**src/rtl/ctrl_pkg.sv**
```systemverilog
// Control-word layout, opcode encodings and the opcode decoder for the SimpleRISC control pipe.
// Pure combinational helpers; no state, no flow control.
package ctrl_pkg;

    localparam int CW = 23;

    localparam int B_ST      = 0;
    localparam int B_LD      = 1;
    localparam int B_BEQ     = 2;
    localparam int B_BGT     = 3;
    localparam int B_RET     = 4;
    localparam int B_IMM     = 5;
    localparam int B_WB      = 6;
    localparam int B_UBRANCH = 7;
    localparam int B_CALL    = 8;
    localparam int B_ADD     = 9;
    localparam int B_SUB     = 10;
    localparam int B_CMP     = 11;
    localparam int B_MUL     = 12;
    localparam int B_DIV     = 13;
    localparam int B_MOD     = 14;
    localparam int B_LSL     = 15;
    localparam int B_LSR     = 16;
    localparam int B_ASR     = 17;
    localparam int B_OR      = 18;
    localparam int B_AND     = 19;
    localparam int B_NOT     = 20;
    localparam int B_MOV     = 21;
    localparam int B_ILLEGAL = 22;

    localparam logic [4:0] OP_ADD  = 5'b00000;
    localparam logic [4:0] OP_SUB  = 5'b00001;
    localparam logic [4:0] OP_MUL  = 5'b00010;
    localparam logic [4:0] OP_DIV  = 5'b00011;
    localparam logic [4:0] OP_MOD  = 5'b00100;
    localparam logic [4:0] OP_CMP  = 5'b00101;
    localparam logic [4:0] OP_AND  = 5'b00110;
    localparam logic [4:0] OP_OR   = 5'b00111;
    localparam logic [4:0] OP_NOT  = 5'b01000;
    localparam logic [4:0] OP_MOV  = 5'b01001;
    localparam logic [4:0] OP_LSL  = 5'b01010;
    localparam logic [4:0] OP_LSR  = 5'b01011;
    localparam logic [4:0] OP_ASR  = 5'b01100;
    localparam logic [4:0] OP_LD   = 5'b01110;
    localparam logic [4:0] OP_ST   = 5'b01111;
    localparam logic [4:0] OP_BEQ  = 5'b10000;
    localparam logic [4:0] OP_BGT  = 5'b10001;
    localparam logic [4:0] OP_B    = 5'b10010;
    localparam logic [4:0] OP_CALL = 5'b10011;
    localparam logic [4:0] OP_RET  = 5'b10100;

    typedef logic [CW-1:0] ctrl_word_t;

    function automatic ctrl_word_t decode_op(input logic [5:0] opcode);
        ctrl_word_t cw;
        cw = '0;
        case (opcode[5:1])
            OP_ADD:  begin cw[B_ADD] = 1'b1; cw[B_WB] = 1'b1; end
            OP_SUB:  begin cw[B_SUB] = 1'b1; cw[B_WB] = 1'b1; end
            OP_MUL:  begin cw[B_MUL] = 1'b1; cw[B_WB] = 1'b1; end
            OP_DIV:  begin cw[B_DIV] = 1'b1; cw[B_WB] = 1'b1; end
            OP_MOD:  begin cw[B_MOD] = 1'b1; cw[B_WB] = 1'b1; end
            OP_CMP:  cw[B_CMP] = 1'b1;
            OP_AND:  begin cw[B_AND] = 1'b1; cw[B_WB] = 1'b1; end
            OP_OR:   begin cw[B_OR]  = 1'b1; cw[B_WB] = 1'b1; end
            OP_NOT:  begin cw[B_NOT] = 1'b1; cw[B_WB] = 1'b1; end
            OP_MOV:  begin cw[B_MOV] = 1'b1; cw[B_WB] = 1'b1; end
            OP_LSL:  begin cw[B_LSL] = 1'b1; cw[B_WB] = 1'b1; end
            OP_LSR:  begin cw[B_LSR] = 1'b1; cw[B_WB] = 1'b1; end
            OP_ASR:  begin cw[B_ASR] = 1'b1; cw[B_WB] = 1'b1; end
            // ld/st reuse the adder for address generation
            OP_LD:   begin cw[B_LD] = 1'b1; cw[B_ADD] = 1'b1; cw[B_WB] = 1'b1; end
            OP_ST:   begin cw[B_ST] = 1'b1; cw[B_ADD] = 1'b1; end
            OP_BEQ:  cw[B_BEQ] = 1'b1;
            OP_BGT:  cw[B_BGT] = 1'b1;
            OP_B:    cw[B_UBRANCH] = 1'b1;
            OP_CALL: begin cw[B_CALL] = 1'b1; cw[B_UBRANCH] = 1'b1; cw[B_WB] = 1'b1; end
            OP_RET:  begin cw[B_RET] = 1'b1; cw[B_UBRANCH] = 1'b1; end
            default: cw[B_ILLEGAL] = 1'b1;
        endcase
        cw[B_IMM] = opcode[0];
        return cw;
    endfunction

endpackage

```
**src/rtl/muldiv_occupancy_ctr.sv**
```systemverilog
// Counts the extra cycles a MUL/DIV/MOD must hold the execute stage; busy while non-zero.
// Loads on entry to execute, freezes on stall, cleared by synchronous reset.
module muldiv_occupancy_ctr #(
    parameter int MULDIV_LAT = 4
) (
    input  logic clk,
    input  logic rst,
    input  logic load,
    input  logic stall,
    output logic busy
);
    localparam int CNT_W = $clog2(MULDIV_LAT + 1);
    localparam logic [CNT_W-1:0] LOAD_VAL = CNT_W'(MULDIV_LAT - 1);

    logic [CNT_W-1:0] cnt_q, cnt_d;

    always_comb begin
        cnt_d = cnt_q;
        if (!stall) begin
            if (cnt_q != '0) begin
                cnt_d = cnt_q - CNT_W'(1);
            end else if (load && (MULDIV_LAT > 1)) begin
                cnt_d = LOAD_VAL;
            end
        end
    end

    always_ff @(posedge clk) begin
        if (rst) begin
            cnt_q <= '0;
        end else begin
            cnt_q <= cnt_d;
        end
    end

    assign busy = (cnt_q != '0);

endmodule

```
**src/rtl/ctrl_decode_pipe.sv**
```systemverilog
// Decodes opcodes into control words and carries them through NUM_STAGES valid-tagged stages.
// Zero-latency decode into stage 0; in_ready drops on stall_ext, flush or a multi-cycle op in execute.
module ctrl_decode_pipe
    import ctrl_pkg::*;
#(
    parameter int NUM_STAGES = 3,
    parameter int EX_STAGE   = 1,
    parameter int MULDIV_LAT = 4
) (
    input  logic                       clk,
    input  logic                       rst,
    input  logic                       in_valid,
    output logic                       in_ready,
    input  logic [5:0]                 opcode,
    input  logic                       stall_ext,
    input  logic                       flush,
    output logic [NUM_STAGES*CW-1:0]   stage_ctrl,
    output logic [NUM_STAGES-1:0]      stage_valid,
    output logic                       busy
);
    ctrl_word_t            ctrl_q [NUM_STAGES];
    ctrl_word_t            ctrl_d [NUM_STAGES];
    logic [NUM_STAGES-1:0] vld_q, vld_d;
    ctrl_word_t            dec_word;
    logic                  accept;
    logic                  ex_load;

    assign dec_word = decode_op(opcode);
    assign in_ready = !stall_ext && !busy && !flush;
    assign accept   = in_valid && in_ready;

    always_comb begin
        vld_d  = vld_q;
        ctrl_d = ctrl_q;
        if (!stall_ext) begin
            for (int s = NUM_STAGES - 1; s > 0; s--) begin
                if (!busy || s > EX_STAGE + 1) begin
                    vld_d[s]  = vld_q[s-1];
                    ctrl_d[s] = ctrl_q[s-1];
                end else if (s == EX_STAGE + 1) begin
                    // execute is held, so the stage behind it drains a bubble
                    vld_d[s]  = 1'b0;
                    ctrl_d[s] = '0;
                end
            end
            if (!busy) begin
                vld_d[0]  = accept;
                ctrl_d[0] = accept ? dec_word : '0;
            end
        end
        // the taken branch sits in execute; only the younger stages are squashed
        if (flush) begin
            for (int s = 0; s < EX_STAGE; s++) begin
                vld_d[s]  = 1'b0;
                ctrl_d[s] = '0;
            end
        end
    end

    assign ex_load = !stall_ext && !busy && vld_d[EX_STAGE] &&
                     (ctrl_d[EX_STAGE][B_MUL] || ctrl_d[EX_STAGE][B_DIV] || ctrl_d[EX_STAGE][B_MOD]);

    muldiv_occupancy_ctr #(
        .MULDIV_LAT (MULDIV_LAT)
    ) u_occ (
        .clk   (clk),
        .rst   (rst),
        .load  (ex_load),
        .stall (stall_ext),
        .busy  (busy)
    );

    always_ff @(posedge clk) begin
        if (rst) begin
            vld_q <= '0;
            for (int s = 0; s < NUM_STAGES; s++) begin
                ctrl_q[s] <= '0;
            end
        end else begin
            vld_q  <= vld_d;
            ctrl_q <= ctrl_d;
        end
    end

    for (genvar g = 0; g < NUM_STAGES; g++) begin : g_out
        assign stage_ctrl[g*CW +: CW] = ctrl_q[g];
    end
    assign stage_valid = vld_q;

endmodule

```
**config.mk**
```make
export PLATFORM = sky130hd
export DESIGN_NAME = ctrl_decode_pipe
export DESIGN_NICKNAME = d
export VERILOG_FILES = /design/src/rtl/ctrl_pkg.sv /design/src/rtl/muldiv_occupancy_ctr.sv /design/src/rtl/ctrl_decode_pipe.sv
export SDC_FILE = /design/constraint.sdc
export NUM_CORES = 1
export LEC_CHECK = 0
export ABC_AREA = 1
export BUFFER_PORTS_ARGS = -buffer_cell sky130_fd_sc_hd__buf_2
export CAP_MARGIN = 10
export CORE_MARGIN = 2
export CORE_UTILIZATION = 46
export DETAILED_ROUTE_END_ITERATION = 10
export GPL_TIMING_DRIVEN = 0
export PLACE_DENSITY = 0.77
export REMOVE_ABC_BUFFERS = 1
export SYNTH_ARGS = -nofsm -noshare
export SYNTH_HDL_FRONTEND = slang
export SYNTH_SLANG_ARGS = --single-unit
```
**constraint.sdc**
```tcl
create_clock -name clk -period 1.5 [get_ports clk]
set_input_delay 0.3 -clock clk [delete_from_list [all_inputs] [get_ports clk]]
set_output_delay 0.3 -clock clk [all_outputs]
set_load 0.01 [all_outputs]
```
==> out/metrics.csv <==
metric,value,unit
status,"complete, but fails checks",
failing checks,negative setup slack,
area share of the largest cell type after synthesis,49.9,%
grt total ovfl,0,
Hold Fails Final Rpt,0,
die area,7210,um^2
Num CTS Buffers,9,
clock share of power,31.0,%
Clock transition at path regs,0.08,ns
DRT Pass-1 Iters,4,
Area growth syn-to-layout,39.3,%
Pwr Total,4.88,mW
"area leader, netlist",dfxtp_1,
Reg2Reg Depth,12,
antenna violations before repair,0,
Leak,1.94,nW
Worst setup EP type,primary output,
Total Wirelength,8.92,mm
GR Util All Layers,23.9,%
CTS sink cnt,75,
htree depth,3,
largest net degree at the start of global routing,33,
1st-iter DRT viols,152,
TritonCTS clock tree,done,
first-pass GRT wire length,13.5,mm
top post-synthesis cells by area,"dfxtp_1 (50%), nand2_1 (12%), nor2_1 (8.5%)",
vias in the first global route,2786,
Nets,520,
CP startpoint,u_occ.cnt_q[0],
VDD IR-drop max,717,uV
Fmax,0.584,GHz
# diodes,0,
sequential share of the synthesized area,49.9,%
R2R Path Start,u_occ.cnt_q[0],
Routed Antenna Nets,0,
Slew headroom,49.1,%
Comb power frac,24.1,%
DIE HEIGHT,84.9,um
area of the core,6350,um^2
ratio of cells with drive above 1 in the final layout,36.4,%
Pins Over Slew Limit,0,
chip width,84.9,um
Hold EP,stage_ctrl[5],
Finished Layout Cells,588,
setup tns final,-5.22,ns
Synth Register Bits,75,
remaining design rule violation count,0,
routability cong.,0.980,
Min-Delay Path Class,primary input to flop,
PortBufs,84,
post-layout util,66.0,%
worst hold path depth,3,
Crit Path Class,flop to primary output,
Hold Path Origin,opcode[0],
PwrDens,1160,nW/um^2
DP HPWL,4.58,mm
Yosys warnings,0,
syn_area_per_cell,7.49,um^2
CP max FO,3,
per-cell routed wire length,15.2,um
Worst R2R End,stage_ctrl[22],
total number of vias,3033,
Flop pwr share,44.8,%
cell area after synthesis,3010,um^2
routed vias/inst,5.16,
placed instance count,541,
crit path DAT,1.41,ns
clock latency on the worst-skew pair,0.34,ns
hold buffer count at cts,0,
Startpoint Class,flop,
Max Buffers Root-to-Sink,2,
"Req. time, crit path",1.20,ns
Rows,29,
synth unique cells,28,
Initial Util,47.4,%
max_cap viols,0,
root buffer cell,clkbuf_8,
switching portion of total power,31.2,%
final setup margin,-0.213,ns
final setup vio count,43,
net switching power figure,1.52,mW
IO Count,85,
clock skew,0.00816,ns
filler instances,536,
crit path time final,1.71,ns
RSZ-0062 raised after global routing,yes,
Synth Instances,402,
Worst Tran Pin Value,0.763,ns
Final Cycle Share,114,%
R2R Setup Slk,-0.20,ns
Pint,3.36,mW
==> through the flow <==
stage | area, um^2 | setup slack (ns) | hold slack (ns)
finish | 4190 | -0.213 | 0.208
floorplan | 2880 | -0.613 | 0.369
global placement | 3400 | -0.932 | 0.448
detailed placement | 3400 | -1.01 | 0.450
CTS | 3920 | -0.172 | 0.201
global route | 4190 | -0.257 | 0.205
==> power by group through the flow <==
stage / Sequential (mW) / Combinational (mW) / Clock [mW]
6_report: 2.19 / 1.18 / 1.52
5_1_grt: 2.21 / 1.28 / 1.62
4_1_cts: 2.18 / 0.971 / 1.55
2_1_floorplan: 2.28 / 0.394 / 0
3_3_place_gp: 2.22 / 0.689 / 0
3_5_place_dp: 2.23 / 0.708 / 0
==> placed cells by master, fill, tap and decap left out, drive strengths merged <==
| cell type | count |
|---|---|
| nor2 | 73 |
| nand3 | 18 |
| inv | 30 |
| ha | 3 |
| a21oi | 45 |
| a31oi | 1 |
| nand4 | 5 |
| clkinv | 7 |
| a2bb2oi | 3 |
| dfxtp | 75 |
| clkinvlp | 2 |
| nor3 | 2 |
| buf | 107 |
| a211oi | 1 |
| nand2 | 104 |
| bufinv | 1 |
| clkbuf | 10 |
| o21ai | 24 |
==> worst max-delay path: stages, from the launching register on <==
cell and delay [ns]:
dfxtp_2 0.34, inv_2 0.06, ha_4 0.14, ha_4 0.20
nand2_8 0.09, nor2_4 0.12, buf_6 0.12
==> timing repair <==
| item | CTS | global route |
|---|---|---|
| hold endpoints to repair | 0 | 0 |
| cloned | 7 | 1 |
| buffers inserted | 14 | 10 |
| gates resized for setup | 31 | 49 |
| pin swaps | 8 | 18 |
| setup endpoints to repair | 77 | 66 |
==> registers in the layout, indices dropped and copies added, names as in the netlist <==
signal,flops
stage_ctrl,69
stage_valid,3
u_occ.cnt_q,3
==> kinds of logic (layout without fill, tap and decap cells) <==
kind of cell,count (synthesis),in the layout,share of synthesized area (%)
and+or+nand+nor,197,202,27.3
DFF,75,75,49.9
AOI/OAI and AO/OA,74,74,13.2
buffers and inverters,53,157,8.44
adders and majority gates,3,3,1.25
==> Yosys cell counts (all sizes together) <==
cell type,instances
nand2,102
a31oi,1
nand3,18
nor3,2
a211oi,1
buf,12
a21oi,45
inv,30
dfxtp,75
o21ai,24
clkinv,1
nand4,5
ha,3
a2bb2oi,3
nor2,70
clkbuf,10
==> metal layers <==
metal | up-vias | GRT usage (%) | share of wire, % | wire [um]
li1 | 1499 | - | - | -
met4 | 0 | 9.24 | 2.2 | 197
met3 | 21 | 4.18 | 5.6 | 503
met1 | 1401 | 30.6 | 43 | 3870
met5 | - | 0 | 0 | 0
met2 | 112 | 40.3 | 49 | 4350
==> how the worst max path moves through the flow <==
stage	endpoint	slack (ns)	cells after the start
CTS	in_ready	-0.17	6
finish	in_ready	-0.21	6
global route	stage_ctrl[16]	-0.26	11
floorplan	u_occ.cnt_q[0]	-0.61	12
global placement	u_occ.cnt_q[0]	-0.93	12
detailed placement	u_occ.cnt_q[0]	-1.01	12
==> final cells by class <==
class	instances	area, um^2	area share (%)
well taps	77	96.3	2.30
multi-input cells	279	1530	36.4
repair buffers	108	702	16.7
clock buffers	9	124	2.95
clock inverters	7	68.8	1.64
inverters	31	141	3.37
repair inverters	2	32.5	0.776
flip-flops and latches	75	1500	35.9
(Power assumes the default switching activity.)
